--- src/rtl/cix32_pipe_ctrl_pkg.sv ---
// cix32_defines: shared pipe-control state type, stage indices and stall-point helper.
package cix32_defines;

    typedef enum logic [1:0] {
        PS_RUN      = 2'd0,
        PS_REDIRECT = 2'd1,
        PS_DRAIN    = 2'd2
    } pipe_state_t;

    // Stage indices, oldest stage has the largest index
    localparam logic [2:0] STG_F    = 3'd0;
    localparam logic [2:0] STG_D    = 3'd1;
    localparam logic [2:0] STG_E    = 3'd2;
    localparam logic [2:0] STG_M    = 3'd3;
    localparam logic [2:0] STG_W    = 3'd4;
    localparam logic [2:0] STG_NONE = 3'd7;

    // Oldest stalled stage wins; STG_NONE when nothing is stalled.
    function automatic logic [2:0] stall_point(
        input logic stall_f,
        input logic stall_d,
        input logic stall_e,
        input logic stall_m
    );
        logic [2:0] s;
        s = STG_NONE;
        if (stall_m) begin
            s = STG_M;
        end else if (stall_e) begin
            s = STG_E;
        end else if (stall_d) begin
            s = STG_D;
        end else if (stall_f) begin
            s = STG_F;
        end
        return s;
    endfunction

endpackage

--- src/rtl/cix32_sat_counter.sv ---
// cix32_sat_counter: event counter that sticks at all-ones instead of wrapping.
module cix32_sat_counter
#(
    parameter int unsigned CNT_WIDTH = 32
) (
    input  logic                 clk,
    input  logic                 clr,
    input  logic                 inc,
    output logic [CNT_WIDTH-1:0] count_o
);

    logic [CNT_WIDTH-1:0] count_q;
    logic [CNT_WIDTH-1:0] count_d;

    // Next count: advance on inc unless already saturated
    always_comb begin
        count_d = count_q;
        if (inc && (count_q != {CNT_WIDTH{1'b1}})) begin
            count_d = count_q + CNT_WIDTH'(1);
        end
    end

    // Count register with synchronous clear
    always_ff @(posedge clk) begin
        if (clr) begin
            count_q <= '0;
        end else begin
            count_q <= count_d;
        end
    end

    assign count_o = count_q;

endmodule

--- src/rtl/cix32_pipe_ctrl.sv ---
// cix32_pipe_ctrl: turns hazard-unit stall/flush requests into per-stage register
// enables and valid bits for the F/D/E/M/W pipe, and runs the fetch redirect handshake.
module cix32_pipe_ctrl
    import cix32_defines::*;
#(
    parameter int unsigned PC_WIDTH      = 32,
    parameter int unsigned CNT_WIDTH     = 32,
    parameter int unsigned FLUSH_BUBBLES = 2
) (
    input  logic                 clk,
    input  logic                 rst,
    input  logic                 stall_fetch_i,
    input  logic                 stall_decode_i,
    input  logic                 stall_execute_i,
    input  logic                 stall_memory_i,
    input  logic                 flush_i,
    input  logic [PC_WIDTH-1:0]  redirect_pc_i,
    input  logic                 fetch_valid_i,
    input  logic                 redirect_ready_i,
    output logic                 en_fd_o,
    output logic                 en_de_o,
    output logic                 en_em_o,
    output logic                 en_mw_o,
    output logic                 valid_d_o,
    output logic                 valid_e_o,
    output logic                 valid_m_o,
    output logic                 valid_w_o,
    output logic                 redirect_valid_o,
    output logic [PC_WIDTH-1:0]  redirect_pc_o,
    output logic [CNT_WIDTH-1:0] stall_cnt_o,
    output logic [CNT_WIDTH-1:0] flush_cnt_o
);

    localparam logic [3:0] BUBBLE_LOAD = 4'(FLUSH_BUBBLES);

    pipe_state_t         state_q;
    pipe_state_t         state_d;
    logic [3:0]          bubble_q;
    logic [3:0]          bubble_d;
    logic [PC_WIDTH-1:0] redirect_pc_q;
    logic [PC_WIDTH-1:0] redirect_pc_d;

    logic valid_d_q;
    logic valid_d_d;
    logic valid_e_q;
    logic valid_e_d;
    logic valid_m_q;
    logic valid_m_d;
    logic valid_w_q;
    logic valid_w_d;

    logic [2:0] stall_pt;
    logic       any_stall;
    logic       fetch_ok;

    assign any_stall = stall_fetch_i | stall_decode_i | stall_execute_i | stall_memory_i;
    assign fetch_ok  = (state_q == PS_RUN);

    // Stall point and register enables. A fetch stall holds F/D just like a decode
    // stall. A flush overrides D/E stalls so the younger stages load bubbles, but an
    // M stall still freezes everything up to E/M. Enables are forced high in reset.
    always_comb begin
        stall_pt = stall_point(stall_fetch_i, stall_decode_i, stall_execute_i, stall_memory_i);
        if (flush_i) begin
            stall_pt = stall_memory_i ? STG_M : STG_NONE;
        end
        en_fd_o = 1'b1;
        en_de_o = 1'b1;
        en_em_o = 1'b1;
        en_mw_o = 1'b1;
        if (!rst) begin
            case (stall_pt)
                STG_M: begin
                    en_fd_o = 1'b0;
                    en_de_o = 1'b0;
                    en_em_o = 1'b0;
                end
                STG_E: begin
                    en_fd_o = 1'b0;
                    en_de_o = 1'b0;
                end
                STG_D, STG_F: begin
                    en_fd_o = 1'b0;
                end
                default: begin
                end
            endcase
        end
    end

    // Next valid bits: held stages keep theirs, the stage just past the stall point
    // takes a bubble, older stages advance; a flush kills whatever is in D and E.
    always_comb begin
        valid_d_d = valid_d_q;
        valid_e_d = valid_e_q;
        valid_m_d = valid_m_q;
        valid_w_d = valid_w_q;
        case (stall_pt)
            STG_M: begin
                valid_w_d = 1'b0;
            end
            STG_E: begin
                valid_m_d = 1'b0;
                valid_w_d = valid_m_q;
            end
            STG_D, STG_F: begin
                valid_e_d = 1'b0;
                valid_m_d = valid_e_q;
                valid_w_d = valid_m_q;
            end
            default: begin
                valid_d_d = fetch_valid_i & fetch_ok;
                valid_e_d = valid_d_q;
                valid_m_d = valid_e_q;
                valid_w_d = valid_m_q;
            end
        endcase
        if (flush_i) begin
            valid_d_d = 1'b0;
            valid_e_d = 1'b0;
        end
    end

    // Redirect FSM: a flush always (re)enters REDIRECT and captures the target; the
    // accepted redirect is followed by FLUSH_BUBBLES cycles of squashed fetch.
    always_comb begin
        state_d       = state_q;
        bubble_d      = bubble_q;
        redirect_pc_d = redirect_pc_q;
        if (flush_i) begin
            state_d       = PS_REDIRECT;
            redirect_pc_d = redirect_pc_i;
        end else begin
            case (state_q)
                PS_REDIRECT: begin
                    if (redirect_ready_i) begin
                        state_d  = PS_DRAIN;
                        bubble_d = BUBBLE_LOAD;
                    end
                end
                PS_DRAIN: begin
                    if (bubble_q <= 4'd1) begin
                        state_d = PS_RUN;
                    end else begin
                        bubble_d = bubble_q - 4'd1;
                    end
                end
                default: begin
                    state_d = PS_RUN;
                end
            endcase
        end
    end

    // FSM state, bubble counter and redirect target registers
    always_ff @(posedge clk) begin
        if (rst) begin
            state_q       <= PS_RUN;
            bubble_q      <= '0;
            redirect_pc_q <= '0;
        end else begin
            state_q       <= state_d;
            bubble_q      <= bubble_d;
            redirect_pc_q <= redirect_pc_d;
        end
    end

    // Per-stage valid bit registers
    always_ff @(posedge clk) begin
        if (rst) begin
            valid_d_q <= 1'b0;
            valid_e_q <= 1'b0;
            valid_m_q <= 1'b0;
            valid_w_q <= 1'b0;
        end else begin
            valid_d_q <= valid_d_d;
            valid_e_q <= valid_e_d;
            valid_m_q <= valid_m_d;
            valid_w_q <= valid_w_d;
        end
    end

    cix32_sat_counter #(
        .CNT_WIDTH (CNT_WIDTH)
    ) u_stall_cnt (
        .clk     (clk),
        .clr     (rst),
        .inc     (any_stall),
        .count_o (stall_cnt_o)
    );

    cix32_sat_counter #(
        .CNT_WIDTH (CNT_WIDTH)
    ) u_flush_cnt (
        .clk     (clk),
        .clr     (rst),
        .inc     (flush_i),
        .count_o (flush_cnt_o)
    );

    assign valid_d_o        = valid_d_q;
    assign valid_e_o        = valid_e_q;
    assign valid_m_o        = valid_m_q;
    assign valid_w_o        = valid_w_q;
    assign redirect_valid_o = (state_q == PS_REDIRECT);
    assign redirect_pc_o    = redirect_pc_q;

endmodule

--- config.mk ---
export PLATFORM = sky130hd
export DESIGN_NAME = cix32_pipe_ctrl
export DESIGN_NICKNAME = d
export VERILOG_FILES = /design/src/rtl/cix32_pipe_ctrl_pkg.sv /design/src/rtl/cix32_sat_counter.sv /design/src/rtl/cix32_pipe_ctrl.sv
export SDC_FILE = /design/constraint.sdc
export NUM_CORES = 1
export LEC_CHECK = 0
export ABC_AREA = 0
export CELL_PAD_IN_SITES_DETAIL_PLACEMENT = 0
export CELL_PAD_IN_SITES_GLOBAL_PLACEMENT = 2
export CORE_AREA = 2 2 153 118
export CTS_CLUSTER_SIZE = 8
export DETAILED_ROUTE_END_ITERATION = 10
export DIE_AREA = 0 0 155 120
export PLACE_DENSITY_LB_ADDON = 0.1
export SLEW_MARGIN = 30
export SYNTH_ARGS = -nofsm -noshare
export SYNTH_HDL_FRONTEND = slang
export SYNTH_SLANG_ARGS = --single-unit
--- constraint.sdc ---
create_clock -name clk -period 4.9 [get_ports clk]
set_clock_uncertainty 0.05 [all_clocks]
set_input_delay 0.735 -clock clk [delete_from_list [all_inputs] [get_ports clk]]
set_output_delay 0.735 -clock clk [all_outputs]
set_load 0.02 [all_outputs]
# Word-level counts from Yosys, hierarchy flattened
# Index checks and enable logic that the tools add are counted.
[op_classes]
n_addsub = 3
mul = 0
n_div = 0
order_cmp = 1
n_eq_ne = 12
shifts = 0
n_mux = 21
bitwise_logic = 5
n_reduce_logical = 13
[ops]
columns = ["operator", "n"]
rows = [
  ["$add A32 B1 Y32 const B", 2],
  ["$ne A32 B32 Y1 const B", 2],
  ["$mux W3", 6],
  ["$mux W4", 2],
  ["$pmux W4 S2", 1],
  ["$reduce_or A2 Y1", 4],
  ["$mux W1", 7],
  ["$eq A3 B2 Y1 const B", 2],
  ["$ne A2 B2 Y1 const B", 3],
  ["$ne A3 B3 Y1 const B", 2],
  ["$le A4 B1 Y1 const B", 1],
  ["$mux W2", 2],
  ["$pmux W1 S2", 2],
  ["$pmux W2 S2", 1],
  ["$reduce_and A2 Y1", 2],
  ["$reduce_and A4 Y1", 1],
  ["$reduce_or A4 Y1", 1],
  ["$sub A4 B1 Y4 const B", 1],
  ["$eq A3 B1 Y1 const B", 1],
  ["$logic_not A3 Y1", 1],
  ["$or A1 B1 Y1", 3],
  ["$eq A2 B1 Y1 const B", 1],
  ["$eq A2 B2 Y1 const B", 1],
  ["$logic_and A1 B1 Y1", 2],
  ["other kinds (4)", 4],
]
[totals]
reg_bits = 106
latch_bits = 0
mem_bits_rw = 0
romBits = 0
in_bits = 41
wordCells = 65
memories = 0

# Logic depth before layout (Yosys ltp)
# Gate-level depths: netlist (run 1).
[logic_depth]
ltp_word = 9
ltp_mapped = 9
mapped_depth_nobuf = 7

# Modules after synthesis
# A second synthesis (run 1) with hierarchy kept.
[unflattened]
hier_cells = 563
area_unflattened_um2 = 5007.3
[modules_own_cells]
columns = ["module", "instances", "cells_each", "area_each_um2"]
rows = [
  ["cix32_sat_counter", 2, 199, 1674.1],
  ["cix32_pipe_ctrl", 1, 165, 1659.1],
]

# Worst setup path after synthesis (run 1)
# No wires, ideal clock.
[synth_timing]
path_kind = "input -> register"
startpoint = "input stall_memory_i"
endpoint = "register u_stall_cnt.count_q[22], in the netlist u_stall_cnt.count_o[22]"
arrival_ns = 2.298
t_required_ns = 4.779
path_slack_ns = 2.481
path_stages = 8
cell_sequence = "buf_2 or4_1 buf_2 nand4_1 a211o_1 buf_2 or4_1 a21oi_1"
[synth_via]
elab_chain_cells = 2
[synth_rtl]
columns = ["element", "line_no", "text"]
rows = [
  ["start, declared", "cix32_pipe_ctrl.sv:15", "input logic stall_memory_i,"],
  ["$or A1 B1 Y1", "cix32_pipe_ctrl.sv:56", "assign any_stall = stall_fetch_i | stall_decode_i | stall_execute_i | stall_memory_i;"],
  ["$logic_and A1 B1 Y1", "cix32_sat_counter.sv:18", "if (inc && (count_q != {CNT_WIDTH{1'b1}})) begin"],
  ["end signal, assigned", "cix32_sat_counter.sv:28", "count_q <= count_d;"],
  ["end, declared", "cix32_sat_counter.sv:12", "logic [CNT_WIDTH-1:0] count_q;"],
]
# Every way passes these cells.
# A chain may end at the register's enable or synchronous reset.

# Final worst setup path (run 1)
[layout_timing]
startpoint = "input stall_memory_i"
endpoint = "output en_fd_o"
[layout_via]
elab_chain_cells = 6
elab_cells_between_ends = 10
cone_classes = "eq/ne: 3; mux: 5; reduce/logical: 2"
[layout_rtl]
columns = ["element", "line_no", "text"]
rows = [
  ["$mux W3, on equally long branches", "cix32_pipe_ctrl_pkg.sv:27, cix32_pipe_ctrl.sv:65", ""],
  ["$mux W3 *", "cix32_pipe_ctrl.sv:64", "if (flush_i) begin"],
  ["$eq A3 B2 Y1 (tied with other cells)", "cix32_pipe_ctrl.sv:72", "case (stall_pt)"],
  ["$reduce_or A4 Y1 (no line) *", "-", ""],
  ["$mux W1 *", "cix32_pipe_ctrl.sv:72", ""],
  ["$mux W1 *", "cix32_pipe_ctrl.sv:71", "if (!rst) begin"],
  ["end, declared", "cix32_pipe_ctrl.sv:20", "output logic en_fd_o,"],
]
# Every way passes the cells marked *; elsewhere a longest branch is shown, timed or not.

==> results of run 1 <==
==> metrics by stage <==
| stage | cells | cell area [um2] | hold WS (ps) | utilization, % | worst slack (ps) |
|---|---|---|---|---|---|
| after floorplan | 560 | 4890 | 434 | - | 2480 |
| after global placement | 896 | 6450 | 422 | 37.5 | 1480 |
| after detailed placement | 896 | 6450 | 433 | 37.5 | 1460 |
| after CTS | 912 | 6750 | 453 | 39.3 | 1450 |
| after global routing | 912 | 6750 | 478 | 39.3 | 1320 |
| final | 912 | 6750 | 446 | 39.3 | 1450 |
==> report_power, final <==
part / switching (mW) / internal, mW / leakage (nW)
Combinational: 0.0907 / 0.0911 / 1.25
Clock: 0.347 / 0.391 / 0.142
Sequential: 0.0159 / 0.882 / 0.862
==> cells in the mapped netlist, types with 5 or more instances <==
cell	instances	area (um2)
xnor2_1	8	70.1
nor3_1	7	35.0
mux2i_1	32	320
nor2_1	60	225
buf_2	8	40.0
or4_1	17	128
inv_1	10	37.5
a21oi_1	55	275
and3_1	5	31.3
nor2b_1	10	62.6
o21ai_0	32	160
and4_1	7	61.3
clkbuf_1	15	56.3
or3_1	29	181
nand3_1	21	105
a211oi_1	5	37.5
o31ai_1	16	120
nand4_1	20	125
nand2_1	33	124
or3_2	5	37.5
dfxtp_1	106	2120
mux2_2	6	67.6
==> critical path, delay by kind of cell <==
family | cells | cell delay (ps)
and+or+nand+nor | 2 | 620
buffers and inverters | 2 | 1150
AOI/OAI and AO/OA | 1 | 150
==> state kept, by name, indices dropped and copies added, names as in the netlist <==
register	flops
bubble_q	4
redirect_pc_o	32
state_q	2
u_flush_cnt.count_o	32
u_stall_cnt.count_o	32
valid_d_o	1
valid_e_o	1
valid_m_o	1
valid_w_o	1
==> per-layer routing <==
layer | GRT usage (%) | part of all wire, % | vias to the layer above
li1 | - | - | 2292
met1 | 20.5 | 49 | 2144
met2 | 22.1 | 41 | 114
met3 | 7.04 | 9.0 | 12
met4 | 4.22 | 1.1 | 0
met5 | 0 | 0 | -
==> worst min path at each step <==
stage / from / endpoint / slack (ps) / cells after the start
3_3_place_gp: redirect_pc_o[25] / redirect_pc_o[25] / 420 / 2
2_1_floorplan: bubble_q[1] / bubble_q[1] / 430 / 2
6_report: redirect_pc_o[18] / redirect_pc_o[18] / 450 / 2
3_5_place_dp: redirect_pc_o[12] / redirect_pc_o[12] / 430 / 2
4_1_cts: u_stall_cnt.count_o[8] / u_stall_cnt.count_o[8] / 450 / 2
5_1_grt: redirect_pc_o[29] / redirect_pc_o[29] / 480 / 2
==> layout make-up <==
type,instances,area [um2],share of cell area [%]
clock buffers,12,267,3.95
clock inverters,4,32.5,0.482
inverters,10,37.5,0.556
multi-input cells,413,2550,37.9
flip-flops and latches,106,2120,31.5
well taps,220,275,4.08
repair buffers,147,1460,21.6
==> logic make-up after synthesis <==
logic type | count (synthesis) | share of synthesized area [%]
buffers and inverters | 41 | 4.33
adder cells (fa/ha/maj) | 4 | 1.02
AND/OR/NAND/NOR | 241 | 27.3
AO/OA/AOI/OAI | 118 | 13.9
flip-flops | 106 | 43.4
multiplexers | 38 | 7.93
other | 1 | 0.0767
XOR/XNOR | 11 | 1.97
==> flow_summary.toml, run 1 <==
[cts]
cts_root_buffer = "clkbuf_16"
clk_path_buf_depth = 2
path_clk_slew_ps = 80
holdBufCountCts = 0
cts_resized = 0
cts_buffers = 9
cts_max_level = 3
clock_latency_ps = 350
cts_setup_buffers = 0
clock-sinks = 106
tritoncts = "yes"

[floorplanning]
die_x_um = 155
fp-row-count = 42
chipHeight_um = 120
core_area_um2 = 17200
start_util_pct = 28.4
die_area_um2 = 18600
ios = 146

[grt]
first_global_vias = 4367
antenna_found_initial = 0
grt_pass1_wl_mm = 23.0
grt-ovfl-total = 0
grt_max_degree = 61
grt_usage_pct = 15.3

[place]
port_buffers = 144
dp_hpwl_mm = 9.69
place_congestion = 0.704

[sta]
setup_viol = 0
relSlewSlack_pct = 51.0
fin_setup_tns_ps = 0
period_minus_slack_ps = 3450
period_share_pct = 70.5
grt_setup_unrepaired = "no"
fmax_ghz = 0.290
finalHoldViolations = 0
drv_slew = 0
worst_pin_slew_ps = 735

[layout]
final_cell_mix = "clkdlybuf4s50_1 (142), dfxtp_1 (106), nor2_1 (60)"
syn_to_final_growth_pct = 38.0
final_nets = 732
diodes = 0
final_common_cell = "clkdlybuf4s50_1"
nFillCells = 1752
drive_above_1_share_pct = 6.79

[critical_path]
crit_top_cell = "clkdlybuf4s50_1"
path_class = "input pin to primary output"
endpoint = "en_fd_o"
crit_arrival_ps = 2670
slowest_stage = "clkdlybuf4s50_1"
reg2regPathDepth = 5
r2r_start = "u_stall_cnt.count_o[18]"
startpoint = "stall_memory_i"
worstSetupStartpointType = "input pin"
crit_required_ps = 4120
path_cells = "clkdlybuf4s50_1 > nor4_2 > o21ai_0 > nand2b_1 > clkdlybuf4s50_1"
cpPeakStageDelay_ps = 600
cp_max_fo = 9
cp-end-kind = "primary output"
rrSetupSlack_ps = 2170
r2r_end = "u_stall_cnt.count_o[5]"

[pwr]
power_leakage_nw = 2.26
vdd_drop_max_mv = 0.147
power_mw = 1.82
power.density_nw_per_um2 = 270

[routing]
vias = 4562
vias_per_cell = 5.00
wl_mm = 14.0
ant_nets = 0
drt-initial-drc-count = 195
wl_per_cell_um = 15.3
drtPass1Iterations = 5
drc = 0

[synthesis]
ys_seq_area_share_pct = 43.4
yosysUniqueCellTypes = 55
async_flop_share_pct = 0
syn_area_per_cell_um2 = 8.73
syn_inst = 560
syn_area_um2 = 4890
ys.flop_type = "dfxtp_1"
synth_edf_count = 0
syn-num-nets = 605
ys_ff_latch = 106
ys_warn_count = 0

[run_status]
status = "complete, no violations"

[job]
cap_violations = 0

[worst_hold_path]
hp-class = "register to register"
Power figures use the tool's default switching activity.
==> inputs of run 2 (changes only) <==
Settings changed: CORE_AREA 2 2 153 118 to 2 2 159 122, DIE_AREA 0 0 155 120 to 0 0 161 124.
Clock period 4.9 ns to 3.5 ns, I/O delays scaled along.
==> run 2 against run 1 <==
- sequential cell count is the same
- wire length increased by 4.5%
- clock power increased by 67%
- cell area rose by 2.1%
==> flow_summary.toml, run 2 (same netlist as run 1, synthesis figures left out) <==
[run_status]
status = "complete, no violations"

[place]
port_buffers = 144
dpl_cell_area_um2 = 6530
pre_cts_slack_ps = 554
dp_hpwl_mm = 10.2
place_inst = 930
place_congestion = 0.729

[sta]
worst_slack_ps = 665
setup_viol = 0
drv_slew = 0
period_share_pct = 81.0
grt_setup_unrepaired = "no"
worst_pin_slew_ps = 630
fin_setup_tns_ps = 0
relSlewSlack_pct = 57.6
period_minus_slack_ps = 2840
finalHoldViolations = 0
fin_hold_ws_ps = 429
fmax_ghz = 0.353

[pwr]
power.density_nw_per_um2 = 399
p_int_mw = 2.08
p_sw_share_pct = 24.2
comb_power_share_pct = 9.4
p_sw_uw = 666
power_mw = 2.75
clockPowerShare_pct = 44.8
power_leakage_nw = 2.32
power_frac_seq_pct = 45.8
vdd_drop_max_mv = 0.247

[cts]
clk_path_buf_depth = 2
cts_buffers = 9
tritoncts = "yes"
holdBufCountCts = 0
cts_setup_buffers = 0
clock_latency_ps = 360
path_clk_slew_ps = 80
clock-sinks = 106
cts_resized = 0
cts_max_level = 3
cts_root_buffer = "clkbuf_16"

[worst_hold_path]
hp-class = "register to register"
min_from = "valid_d_o"

[critical_path]
startpoint = "stall_memory_i"
r2r_start = "u_flush_cnt.count_o[0]"
worstSetupStartpointType = "input pin"
slowest_stage = "clkdlybuf4s50_1"
crit_required_ps = 2920
crit_arrival_ps = 2260
crit_top_cell = "clkdlybuf4s50_1"
cp_max_fo = 9
cpPeakStageDelay_ps = 600
cp-end-kind = "primary output"
path_cells = "clkdlybuf4s50_1 > nor4_2 > buf_4 > o21ai_0 > nand2b_1 > clkdlybuf4s50_1"
path_class = "input pin to primary output"

[routing]
wl_mm = 14.6
ant_nets = 0
drtPass1Iterations = 4
drt-initial-drc-count = 225
drc = 0
vias_per_cell = 4.90
vias = 4640
wl_per_cell_um = 15.5

[grt]
grt_usage_pct = 14.7
antenna_found_initial = 1
grt_max_degree = 55
grt_pass1_wl_mm = 23.1
first_global_vias = 4334
grt-ovfl-total = 0

[layout]
fin_cells = 946
drive_above_1_share_pct = 7.73
diodes = 0
final_nets = 739
final_common_cell = "clkdlybuf4s50_1"
finish.instance_area_um2 = 6890
final_util_pct = 37.7
final_cell_mix = "clkdlybuf4s50_1 (142), dfxtp_1 (106), nor2_1 (60)"
syn_to_final_growth_pct = 40.9

[floorplanning]
fp-row-count = 43
core_area_um2 = 18300
ios = 146
die_x_um = 161
die_area_um2 = 20000
chipHeight_um = 124
start_util_pct = 26.7

[job]
cap_violations = 0
## run 2: cell types whose count changed in the layout (fill, tap and decap cells not counted), sizes merged
cell      previous run  this run
buf                  5        12
bufinv               0         3
clkbuf              12         9
clkinvlp             2         0
inv                 12        14
## run 2: worst paths after layout
| path | end | slack [ps] | cells past startpoint |
|---|---|---|---|
| min | valid_e_o | 430 | 2 |
| max | en_fd_o | 660 | 6 |
| max reg2reg | u_flush_cnt.count_o[9] | 970 | 6 |
| min reg2reg | valid_e_o | 430 | 2 |
## run 2: layer usage
layer	routed length (um)	part of all wire, %	GRT usage (%)	vias up
met5	13	0.089	0	-
met1	7230	49	19.7	2182
met3	1280	8.7	6.09	11
met2	5940	41	21.3	131
met4	167	1.1	4.52	2
li1	-	-	-	2314
## run 2: critical path, delay by kind of cell
| family | cells | cell delay (ps) |
|---|---|---|
| AOI/OAI and AO/OA | 1 | 90 |
| and+or+nand+nor | 2 | 300 |
| buffers and inverters | 3 | 1350 |
## run 2: final cells by class
class | instances | area, um2
Fill cell | 1888 | 11400
Multi-Input combinational cell | 413 | 2550
Sequential cell | 106 | 2120
Timing Repair Buffer | 154 | 1510
Tap cell | 247 | 309
Clock buffer | 9 | 225
Clock inverter | 7 | 130
Inverter | 10 | 37.5
## run 2: power groups by stage
stage | Sequential, mW | Clock (mW) | Combinational [mW]
6_report | 1.26 | 1.23 | 0.259
5_1_grt | 1.26 | 1.33 | 0.281
2_1_floorplan | 1.32 | 0 | 0.100
3_5_place_dp | 1.29 | 0 | 0.260
4_1_cts | 1.26 | 1.29 | 0.262
3_3_place_gp | 1.28 | 0 | 0.259
==> inputs of run 3 (changes only) <==
Settings changed: CORE_AREA 2 2 159 122 to 2 2 165 127, DIE_AREA 0 0 161 124 to 0 0 167 129.
Clock period 3.5 ns to 2.51 ns, I/O delays scaled along.
==> run 3 against run 2 <==
- utilization decreased by 2.2 points
- largest power group unchanged
- non-clock buffer count rose by 21
- worst setup slack worse by 570 ps
==> flow_summary.toml, run 3 (same netlist as run 1, synthesis figures left out) <==
[critical_path]
reg2regPathDepth = 5
r2r_end = "u_flush_cnt.count_o[21]"
r2r_start = "u_flush_cnt.count_o[6]"
rrSetupSlack_ps = 160
crit_required_ps = 2080
startpoint = "stall_decode_i"
path_class = "input pin to primary output"
cp_max_fo = 2
crit_arrival_ps = 1990
worstSetupStartpointType = "input pin"
cp-end-kind = "primary output"

[pwr]
power_leakage_nw = 2.42
power_mw = 3.65
power.density_nw_per_um2 = 518
vdd_drop_max_mv = 0.374

[worst_hold_path]
hold_depth = 2
min_from = "rst"
holdPathEnd = "valid_m_o"
hp-class = "input pin to register"

[place]
dp_hpwl_mm = 10.7
dpl_cell_area_um2 = 6730
place_inst = 962
place_congestion = 0.745
port_buffers = 144

[cts]
cts_root_buffer = "clkbuf_16"
tritoncts = "yes"
cts_max_level = 3
cts_setup_buffers = 0
holdBufCountCts = 0
cts_resized = 0
cts_buffers = 9
clock-sinks = 106
clock_latency_ps = 360
path_clk_slew_ps = 70
clk_path_buf_depth = 2

[routing]
drt-initial-drc-count = 276
wl_per_cell_um = 15.4
drc = 0
drtPass1Iterations = 5
vias = 4653
ant_nets = 0
vias_per_cell = 4.76
wl_mm = 15.1

[floorplanning]
die_x_um = 167
ios = 146
fp-row-count = 45
start_util_pct = 24.6
chipHeight_um = 129
core_area_um2 = 19900
die_area_um2 = 21500

[sta]
setup_viol = 0
relSlewSlack_pct = 64.3
period_minus_slack_ps = 2420
drv_slew = 0
period_share_pct = 96.3
finalHoldViolations = 0
worst_pin_slew_ps = 531
fin_hold_ws_ps = 336
fmax_ghz = 0.414
fin_setup_tns_ps = 0
grt_setup_unrepaired = "no"

[run_status]
status = "complete, no violations"

[job]
cap_violations = 0

[grt]
grt_usage_pct = 14.1
grt_pass1_wl_mm = 24.3
antenna_found_initial = 0
grt_max_degree = 91
first_global_vias = 4517
grt-ovfl-total = 0

[layout]
drive_above_1_share_pct = 10.7
final_common_cell = "clkdlybuf4s50_1"
final_cell_mix = "clkdlybuf4s50_1 (142), dfxtp_1 (106), nor2_1 (60)"
finish.instance_area_um2 = 7050
final_nets = 760
diodes = 0
syn_to_final_growth_pct = 44.1
fin_cells = 978
nFillCells = 2074
-- run 3: final cells by class --
cell class / count / area (um2) / share of cell area [%]
sequential: 106 / 2120 / 30.1
clock inverter: 5 / 61.3 / 0.870
tap: 258 / 323 / 4.58
inverter: 10 / 37.5 / 0.533
timing repair buffer: 175 / 1690 / 24.0
clock buffer: 11 / 253 / 3.59
multi-input combinational: 413 / 2560 / 36.3
-- run 3: worst max-delay path, stage by stage --
cell             delay, ps
clkdlybuf4s50_1        440
nor4_2                 310
o21ai_0                130
nand2b_1               120
clkdlybuf4s50_1        610
-- run 3: worst max-delay path by stage --
stage | to | slack [ps]
finish | en_fd_o | 90
CTS | en_fd_o | 70
global route | en_fd_o | 1
floorplan | u_flush_cnt.count_o[9] | 150
global placement | u_stall_cnt.count_o[27] | 10
detailed placement | u_stall_cnt.count_o[19] | -10
-- run 3: power by group --
group / switching [mW] / leakage (nW) / internal (mW)
Sequential: 0.0272 / 0.862 / 1.72
Clock: 0.685 / 0.156 / 0.835
Combinational: 0.186 / 1.40 / 0.192
Total: 0.898 / 2.42 / 2.75
-- run 3: through the flow --
step | setup WS [ps] | util (%)
2_1_floorplan | 154 | -
3_3_place_gp | 9.95 | 33.9
3_5_place_dp | -14.6 | 33.9
4_1_cts | 70.6 | 35.4
5_1_grt | 1.29 | 35.4
6_report | 94.0 | 35.4
-- run 3: metal layers --
layer | GRT usage, % | routed length (um) | part of all wire [%] | up-vias
li1 | - | - | - | 2354
met1 | 19.1 | 7330 | 49 | 2181
met2 | 21.1 | 6530 | 43 | 109
met3 | 5.48 | 1070 | 7.1 | 9
met4 | 3.35 | 141 | 0.94 | 0
met5 | 0 | 0 | 0 | -
